<file path="src/rtl/calculator_pkg.sv">
// rtl/calculator_pkg.sv - shared types and defaults for the calculator stream engine
package calculator_pkg;

  localparam int DATA_W_DEF = 32;
  localparam int ADDR_W_DEF = 9;

  typedef enum logic [1:0] {
    OP_ADD = 2'b00,
    OP_SUB = 2'b01,
    OP_AND = 2'b10,
    OP_XOR = 2'b11
  } op_e;

  typedef enum logic [2:0] {
    IDLE,
    CHECK,
    READ,
    WAIT,
    CALC,
    WRITE,
    DONE
  } state_e;

endpackage

</file>
<file path="src/rtl/calc_alu.sv">
// rtl/calc_alu.sv - combinational add/sub/and/xor unit with carry/borrow flag
module calc_alu
  import calculator_pkg::*;
#(
  parameter int DATA_W = DATA_W_DEF
) (
  input  logic [DATA_W-1:0] a,
  input  logic [DATA_W-1:0] b,
  input  op_e               op,
  output logic [DATA_W-1:0] result,
  output logic              ovf
);

  logic [DATA_W:0] sum;

  // Select the operation; ovf is carry-out for add, borrow for sub, never for logic ops
  always_comb begin
    sum    = {1'b0, a} + {1'b0, b};
    result = '0;
    ovf    = 1'b0;
    case (op)
      OP_ADD: begin
        result = sum[DATA_W-1:0];
        ovf    = sum[DATA_W];
      end
      OP_SUB: begin
        result = a - b;
        ovf    = (a < b);
      end
      OP_AND:  result = a & b;
      OP_XOR:  result = a ^ b;
      default: result = '0;
    endcase
  end

endmodule

</file>
<file path="src/rtl/calc_stream_engine.sv">
// rtl/calc_stream_engine.sv - streams operand pairs from memory, computes, packs two results per word
module calc_stream_engine
  import calculator_pkg::*;
#(
  parameter int DATA_W = DATA_W_DEF,
  parameter int ADDR_W = ADDR_W_DEF,
  parameter int RD_LAT = 1
) (
  input  logic                clk_i,
  input  logic                rst_ni,
  input  logic                start_i,
  input  logic [1:0]          mode_i,
  input  logic [ADDR_W-1:0]   read_start_addr_i,
  input  logic [ADDR_W-1:0]   read_end_addr_i,
  input  logic [ADDR_W-1:0]   write_start_addr_i,
  input  logic [ADDR_W-1:0]   write_end_addr_i,
  output logic                rd_en_o,
  output logic [ADDR_W-1:0]   rd_addr_o,
  input  logic [2*DATA_W-1:0] rd_data_i,
  output logic                wr_en_o,
  output logic [ADDR_W-1:0]   wr_addr_o,
  output logic [2*DATA_W-1:0] wr_data_o,
  output logic                busy_o,
  output logic                done_o,
  output logic                err_o,
  output logic                ovf_o,
  output logic [ADDR_W:0]     count_o
);

  localparam int MEM_W  = 2 * DATA_W;
  localparam int WCNT_W = $clog2(RD_LAT + 1);
  localparam logic [WCNT_W-1:0] WAIT_LAST = WCNT_W'(RD_LAT - 1);

  state_e              state;
  op_e                 op_q;
  logic [ADDR_W-1:0]   rd_ptr;
  logic [ADDR_W-1:0]   rd_end;
  logic [ADDR_W-1:0]   wr_ptr;
  logic [ADDR_W-1:0]   wr_end;
  logic [WCNT_W-1:0]   wait_cnt;
  logic [MEM_W-1:0]    opnd;
  logic [MEM_W-1:0]    buf_q;
  logic                sel;
  logic                more_reads;
  logic [DATA_W-1:0]   alu_res;
  logic                alu_ovf;
  logic                last_read;

  assign last_read = (rd_ptr == rd_end);

  calc_alu #(.DATA_W(DATA_W)) u_alu (
    .a      (opnd[DATA_W-1:0]),
    .b      (opnd[MEM_W-1:DATA_W]),
    .op     (op_q),
    .result (alu_res),
    .ovf    (alu_ovf)
  );

  // Sequencer: walks read/write pointers, packs results and drives all registered outputs
  always_ff @(posedge clk_i or negedge rst_ni) begin
    if (!rst_ni) begin
      state      <= IDLE;
      op_q       <= OP_ADD;
      rd_ptr     <= '0;
      rd_end     <= '0;
      wr_ptr     <= '0;
      wr_end     <= '0;
      wait_cnt   <= '0;
      opnd       <= '0;
      buf_q      <= '0;
      sel        <= 1'b0;
      more_reads <= 1'b0;
      rd_en_o    <= 1'b0;
      rd_addr_o  <= '0;
      wr_en_o    <= 1'b0;
      wr_addr_o  <= '0;
      wr_data_o  <= '0;
      busy_o     <= 1'b0;
      done_o     <= 1'b0;
      err_o      <= 1'b0;
      ovf_o      <= 1'b0;
      count_o    <= '0;
    end else begin
      // strobes are single-cycle unless a state below re-asserts them
      rd_en_o <= 1'b0;
      wr_en_o <= 1'b0;
      done_o  <= 1'b0;
      case (state)
        IDLE: begin
          if (start_i) begin
            state   <= CHECK;
            busy_o  <= 1'b1;
            err_o   <= 1'b0;
            ovf_o   <= 1'b0;
            count_o <= '0;
            op_q    <= op_e'(mode_i);
            rd_ptr  <= read_start_addr_i;
            rd_end  <= read_end_addr_i;
            wr_ptr  <= write_start_addr_i;
            wr_end  <= write_end_addr_i;
            buf_q   <= '0;
            sel     <= 1'b0;
          end
        end
        CHECK: begin
          // an inverted range on either side aborts before touching memory
          if ((rd_end < rd_ptr) || (wr_end < wr_ptr)) begin
            err_o  <= 1'b1;
            busy_o <= 1'b0;
            done_o <= 1'b1;
            state  <= DONE;
          end else begin
            rd_en_o   <= 1'b1;
            rd_addr_o <= rd_ptr;
            state     <= READ;
          end
        end
        READ: begin
          wait_cnt <= '0;
          state    <= WAIT;
        end
        WAIT: begin
          // capture the word in the exact cycle the memory presents it
          if (wait_cnt == WAIT_LAST) begin
            opnd  <= rd_data_i;
            state <= CALC;
          end else begin
            wait_cnt <= wait_cnt + WCNT_W'(1);
          end
        end
        CALC: begin
          count_o    <= count_o + (ADDR_W + 1)'(1);
          ovf_o      <= ovf_o | alu_ovf;
          sel        <= ~sel;
          more_reads <= ~last_read;
          if (!last_read) rd_ptr <= rd_ptr + ADDR_W'(1);
          if (!sel) buf_q[DATA_W-1:0]     <= alu_res;
          else      buf_q[MEM_W-1:DATA_W] <= alu_res;
          if (!sel && !last_read) begin
            rd_en_o   <= 1'b1;
            rd_addr_o <= rd_ptr + ADDR_W'(1);
            state     <= READ;
          end else begin
            // odd tail leaves the high half zero
            wr_en_o   <= 1'b1;
            wr_addr_o <= wr_ptr;
            wr_data_o <= sel ? {alu_res, buf_q[DATA_W-1:0]} : {{DATA_W{1'b0}}, alu_res};
            state     <= WRITE;
          end
        end
        WRITE: begin
          buf_q <= '0;
          sel   <= 1'b0;
          if (more_reads && (wr_ptr != wr_end)) begin
            wr_ptr    <= wr_ptr + ADDR_W'(1);
            rd_en_o   <= 1'b1;
            rd_addr_o <= rd_ptr;
            state     <= READ;
          end else begin
            // reads left over with no room to write them is a truncation
            if (more_reads) err_o <= 1'b1;
            busy_o <= 1'b0;
            done_o <= 1'b1;
            state  <= DONE;
          end
        end
        DONE: state <= IDLE;
        default: state <= IDLE;
      endcase
    end
  end

endmodule

</file>
<file path="config.mk">
export PLATFORM = sky130hd
export DESIGN_NAME = calc_stream_engine
export DESIGN_NICKNAME = d
export VERILOG_FILES = /design/src/rtl/calculator_pkg.sv /design/src/rtl/calc_alu.sv /design/src/rtl/calc_stream_engine.sv
export SDC_FILE = /design/constraint.sdc
export NUM_CORES = 1
export LEC_CHECK = 0
export ABC_AREA = 1
export BUFFER_PORTS_ARGS = -buffer_cell sky130_fd_sc_hd__buf_2
export CORE_UTILIZATION = 55
export DETAILED_ROUTE_END_ITERATION = 7
export GPL_ROUTABILITY_DRIVEN = 0
export PLACE_DENSITY = 0.76
export SLEW_MARGIN = 0
export SYNTH_ARGS = -nofsm -noshare
export SYNTH_HDL_FRONTEND = slang
export SYNTH_HIERARCHICAL = 1
export SYNTH_SLANG_ARGS = --single-unit
</file>
<file path="constraint.sdc">
create_clock -name clk_i -period 3.8 [get_ports clk_i]
set_input_delay 0.57 -clock clk_i [delete_from_list [all_inputs] [get_ports clk_i]]
set_output_delay 0.57 -clock clk_i [all_outputs]
set_load 0.03 [all_outputs]
</file>
After elaboration in Yosys (flattened, before gate mapping)
Index checks and enable logic that the tools add are counted.
W data, S select, Z words.
{"block": "totals", "word_cells": 128, "out_inout_bits": 98, "reg_bits": 238, "in_bits": 105}
{"block": "op_classes", "n_reduce_logical": 25, "magnitude_cmp": 3, "n_addsub": 6, "bitwise": 7, "mux": 46, "eq_ne": 20}
{"op": "$pmux W32 S4", "count": 1}
{"op": "$pmux W32 S3", "count": 1}
{"op": "$mux W32", "count": 2}
{"op": "$mux W64", "count": 1}
{"op": "$mux W9", "count": 7}
{"op": "$pmux W9 S2", "count": 2}
{"op": "$add A32 B32 Y33", "count": 1}
{"op": "$and A32 B32 Y32", "count": 1}
{"op": "$lt A32 B32 Y1", "count": 1}
{"op": "$sub A32 B32 Y32", "count": 1}
{"op": "$xor A32 B32 Y32", "count": 1}
{"op": "$pmux W9 S3", "count": 1}
{"op": "$ne A2 B2 Y1 const B", "count": 10}
{"op": "$pmux W10 S2", "count": 1}
{"op": "$add A9 B1 Y9 const B", "count": 2}
{"op": "$lt A9 B9 Y1", "count": 2}
{"op": "$pmux W3 S6", "count": 1}
{"op": "$mux W1", "count": 15}
{"op": "$mux W3", "count": 5}
{"op": "$pmux W1 S3", "count": 4}
{"op": "$reduce_and A2 Y1", "count": 6}
{"op": "$add A10 B1 Y10 const B", "count": 1}
{"op": "$mux W10", "count": 1}
{"op": "$eq A9 B9 Y1", "count": 1}
{"op": "20 further kinds", "count": 38}

Longest topological paths before layout
{"block": "depth", "ltp_word": 5, "ltp_mapped": 19, "depth_no_buf": 18}

Cells and area by module
The synthesis kept the hierarchy.
{"module": "calc_stream_engine", "area_each_um2": 10328.7, "cells_each": 1073, "instances": 1, "seq_area_each_um2": 5930.7}
{"module": "calc_alu", "area_each_um2": 5886.9, "cells_each": 1194, "instances": 1, "seq_area_each_um2": 0.0}

Worst setup path after synthesis
No wires, ideal clock.
{"block": "synth_path", "path_kind": "register to register", "from": "register opnd[0]", "to": "register buf_q[28]", "period_less_slack_ns": 2.171, "setup_time_ns": 0.119, "setup_slack_ns": 1.629, "path_buffers": 0, "required_ns": 3.681, "stages_incl_launch_ff": 19, "arrival_time_ns": 2.052, "path_cell_list": "dfrtp_1 -> inv_1 -> ha_1 -> fa_1 -> inv_1 -> nand3_1 -> nand3_1 -> nand2_1 -> nand2_2 -> nand2_1 -> nand2_1 -> nand2_1 -> nand2_1 -> nand2_1 -> nand3_1 -> nand3_1 -> nand2_1 -> nand2_1 -> o21a_1"}
{"block": "synth_between", "elab_chain_cells": 4, "word_cells_on_any_way": 5, "cone_classes": "2 x add/sub; 3 x mux"}
{"item": "from (decl)", "line": "calc_stream_engine.sv:41", "text": "logic [MEM_W-1:0] opnd;"}
{"item": "from (signal assigned)", "line": "calc_stream_engine.sv:125", "text": "opnd <= rd_data_i;"}
{"item": "$sub A32 B32 Y32 or $add A32 B32 Y33 (tied branches)", "line": "calc_alu.sv:27, calc_alu.sv:18"}
{"item": "$pmux W32 S4 *", "line": "calc_alu.sv:21", "text": "case (op)"}
{"item": "named net alu_res[28]", "line": "calc_stream_engine.sv:45", "text": "logic [DATA_W-1:0] alu_res;"}
{"item": "$mux W32 *", "line": "calc_stream_engine.sv:137", "text": "if (!sel) buf_q[DATA_W-1:0] <= alu_res;"}
{"item": "$pmux W32 S3 *", "line": "calc_stream_engine.sv:88", "text": "case (state)"}
{"item": "to (signal, indexed assignment)", "line": "calc_stream_engine.sv:137"}
{"item": "to (signal, indexed assignment)", "line": "calc_stream_engine.sv:138", "text": "else buf_q[MEM_W-1:DATA_W] <= alu_res;"}
{"item": "to (decl)", "line": "calc_stream_engine.sv:42", "text": "logic [MEM_W-1:0] buf_q;"}
Mark *: on every way through the listed nets, which the timed path passes. The rest lies on a longest branch. The select of a mux whose other input is x is not followed.
A chain may end at the register's enable or synchronous reset.

Worst setup path after layout
Same ends and word-level chain as after synthesis.

==> summary.md <==
| Metric | Value |
|---|---|
| Status | `finished, final reports clean` |
| Vias in the first global route | `14,823` |
| Post-cts sizing count | `0` |
| # IOs | `203` |
| Synth cell types | `45` |
| Post-Syn Area per Cell | `7.153 sq um` |
| Reg2reg end | `buf_q[28]$_DFFE_PN0P_` |
| Met1 Usage GRT | `40.80%` |
| Die height | `between 150 and 200 microns` |
| Synth area leader | `dfrtp_1` |
| Initial antenna violation count | `0` |
| Clock latency at the later pin of the worst-skew pair | `0.53 ns` |
| First-pass GRT wire length | `between 70,000 and 80,000 microns` |
| Critical path required time | `4.22 ns` |
| Row cnt | `62` |
| Achievable Freq | `346.2 MHz` |
| Clock Sinks | `around 240` |
| Crit-path slowest cell | `fa_1` |
| Element type at the critical path end | `register` |
| Top cell by count, worst path | `nand2_1` |
| Setup violators final | `0` |
| CP max stage delay | `around 0.4 ns` |
| Synthesized flop and latch total | `237` |
| Top post-synthesis cells by area | `dfrtp_1 (37%), nand2_1 (18%), inv_1 (7.1%), ha_1 (6.6%), nand3_1 (4.8%)` |
| H-tree depth | `1` |
| Worst Path Arrival | `3.31 ns` |
| Via density | `5.502` |
| Worst setup path class | `reg2reg` |
| GR Util met3 | `5.110%` |
| Hpwl dp | `34,300 microns` |
| Slew Viols, Final | `0` |
| RR Startpoint | `opnd[0]$_DFFE_PN0P_` |
| Cell count after synthesis | `2,267` |
| Hold Path Class | `in2async` |
| Synth Cell Area | `0.01622 sq mm` |
| Most frequently used flop master after synthesis | `dfrtp_1` |
| EDFF count, synth | `0` |
| TritonRoute pass-1 iters | `5` |
| Clock Pin Slew Worst Setup and Hold Paths | `approximately 0.060 ns` |
| Hold_buf cts | `0` |
| Most frequent cells in the layout | `nand2_1 (766), inv_1 (307), dfrtp_1 (237)` |
| CTS buffer count | `27` |
| Share of layout cells above drive strength 1 | `15.29%` |
| CTS tree | `yes` |
| Initial Util | `56.19%` |
| GR Util met2 | `between 40% and 50%` |
| Final hold vios | `0` |
| Detailed Route Iter0 Violations | `~1,500` |
| Max Root-Sink Buffers | `3` |
| All-layer global routing usage | `30.28%` |
| Top cell type's share of synthesized area | `36.57%` |
| Slew @ Worst Pin | `1.045 ns` |
| Final Skew | `0.01475 ns` |
| DR WL/cell | `16.03 microns` |
| CORE AREA | `0.02886 sq mm` |
| Critical path startpoint | `opnd[0]$_DFFE_PN0P_` |
| Post-synthesis sequential area ratio | `36.57%` |
| Largest net degree at the start of global routing | `101` |
| Setup bufs post-CTS | `0` |
| Root Buffer | `clkbuf_16` |
| Max cap viols | `0` |
| Gr busiest metal | `met2` |
| Vias | `15,532` |
| Syn_nets | `2,460` |
| Width of the die | `173.7 microns` |
| I/O Buffers | `between 200 and 250` |
| Tcrit/Tclk final | `between 70% and 80%` |
| Ant. Diodes | `0` |
| Syn-to-layout area delta | `11.93%` |
| Ys async rst share | `100.0%` |
| Die area | `0.03017 sq mm` |
| Crit-path max FO | `4` |
| # DRC | `0` |
| Yosys warns | `6` |
| Final #Nets | `2,620` |
| Commonest non-fill, non-tap cell in the layout | `nand2_1` |
| Final ANT Viol Nets | `0` |
| Worst slew margin relative to its limit | `30.26%` |
| RSZ-0062 raised after global routing | `false` |
| Flop-to-flop setup slack | `0.91 ns` |
| Routed WL | `45,250 microns` |
| Total grt overflow | `0` |
| Critical path, cell by cell | `inv_1 -> ha_1 -> fa_1 -> inv_1 -> nand3_1 -> nand3_1 -> nand2_1 -> nand2_2 -> nand2_1 -> nand2_1 -> nand2_1 -> nand2_1 -> nand2_1 -> nand3_1 -> nand3_1 -> nand2_1 -> nand2_1 -> o21a_1` |
| Cell depth of the worst flop-to-flop path | `18` |
| Min cycle time layout | `2.888 ns` |
| Worst setup SP type | `register` |
| Setup TNS | `0 ns` |
## cells in the mapped netlist, types with 9 or more instances
| cell type | count |
|---|---|
| a21oi_1 | 55 |
| a31oi_1 | 45 |
| buf_2 | 25 |
| buf_4 | 17 |
| buf_6 | 17 |
| clkbuf_1 | 28 |
| dfrtp_1 | 237 |
| ha_1 | 86 |
| inv_1 | 308 |
| inv_2 | 11 |
| mux2_2 | 64 |
| nand2_1 | 766 |
| nand2_2 | 9 |
| nand3_1 | 155 |
| nand3b_1 | 10 |
| nand4_1 | 23 |
| nor2_1 | 156 |
| nor2_2 | 15 |
| nor3_1 | 13 |
| o21a_1 | 32 |
| o21ai_0 | 102 |
| o22ai_1 | 24 |
| xor2_1 | 14 |
## sequential cells by signal, summed over array words and instances (netlist names), 2 cells and up
register,cells
opnd,64
wr_data_o,64
buf_q,32
count_o,10
rd_addr_o,9
rd_end,9
rd_ptr,9
wr_addr_o,9
wr_end,9
wr_ptr,9
state,3
op_q,2
## through the flow
step / hold slack (ns) / utilization (%) / instance area, sq um / std cells / setup slack [ns]
after global placement: 0.4653 / 60.06 / 17330 / 2782 / 1.132
final: 0.03245 / 62.89 / 18150 / 2823 / 0.9118
after global routing: 0.09127 / 62.89 / 18150 / 2823 / 0.7562
after detailed placement: 0.4699 / 60.06 / 17330 / 2782 / 1.045
after floorplan: 0.2744 / - / 16220 / 2267 / 1.629
after CTS: 0.08612 / 62.89 / 18150 / 2823 / 1.048
## worst max-delay path, delay by kind of cell (launching register included)
family                   cells  cell delay [ns]
flip-flops                   1             0.37
AND/OR/NAND/NOR             13             1.50
AO/OA/AOI/OAI                1             0.13
adder cells (fa/ha/maj)      2             0.60
buffers and inverters        2             0.18
## area by class of cell
cell class	count	area [sq um]
fill	2658	10710
inverter	320	1201
multi-input combinational	1622	8533
timing repair buffer	219	1186
clock buffer	36	759.5
sequential	237	5931
clock inverter	5	58.81
tap	384	480.5
## metal layers
metal / vias to the layer above / wire (microns)
met3: 151 / 4061
met2: 733 / 19670
met1: 7102 / 19180
li1: 7546 / -
met5: - / 0
met4: 0 / 2339
## cells by family after synthesis
kind of cell,count (synthesis),synth area share [%]
AND/OR/NAND/NOR,1170,30.00
buffers and inverters,408,10.88
AO/OA/AOI/OAI,284,10.35
flip-flops,237,36.57
adder cells (fa/ha/maj),88,6.883
multiplexers,64,4.444
XOR/XNOR,16,0.8642
## how the worst max path moves through the flow
stage	slack (ns)	to
2_1_floorplan	1.63	buf_q[28]$_DFFE_PN0P_
6_report	0.91	buf_q[28]$_DFFE_PN0P_
3_3_place_gp	1.13	buf_q[28]$_DFFE_PN0P_
5_1_grt	0.76	buf_q[28]$_DFFE_PN0P_
3_5_place_dp	1.05	buf_q[28]$_DFFE_PN0P_
4_1_cts	1.05	buf_q[28]$_DFFE_PN0P_
Power is not shown: default switching activity piles up to over one toggle a cycle in this logic, so the estimate is an artifact.
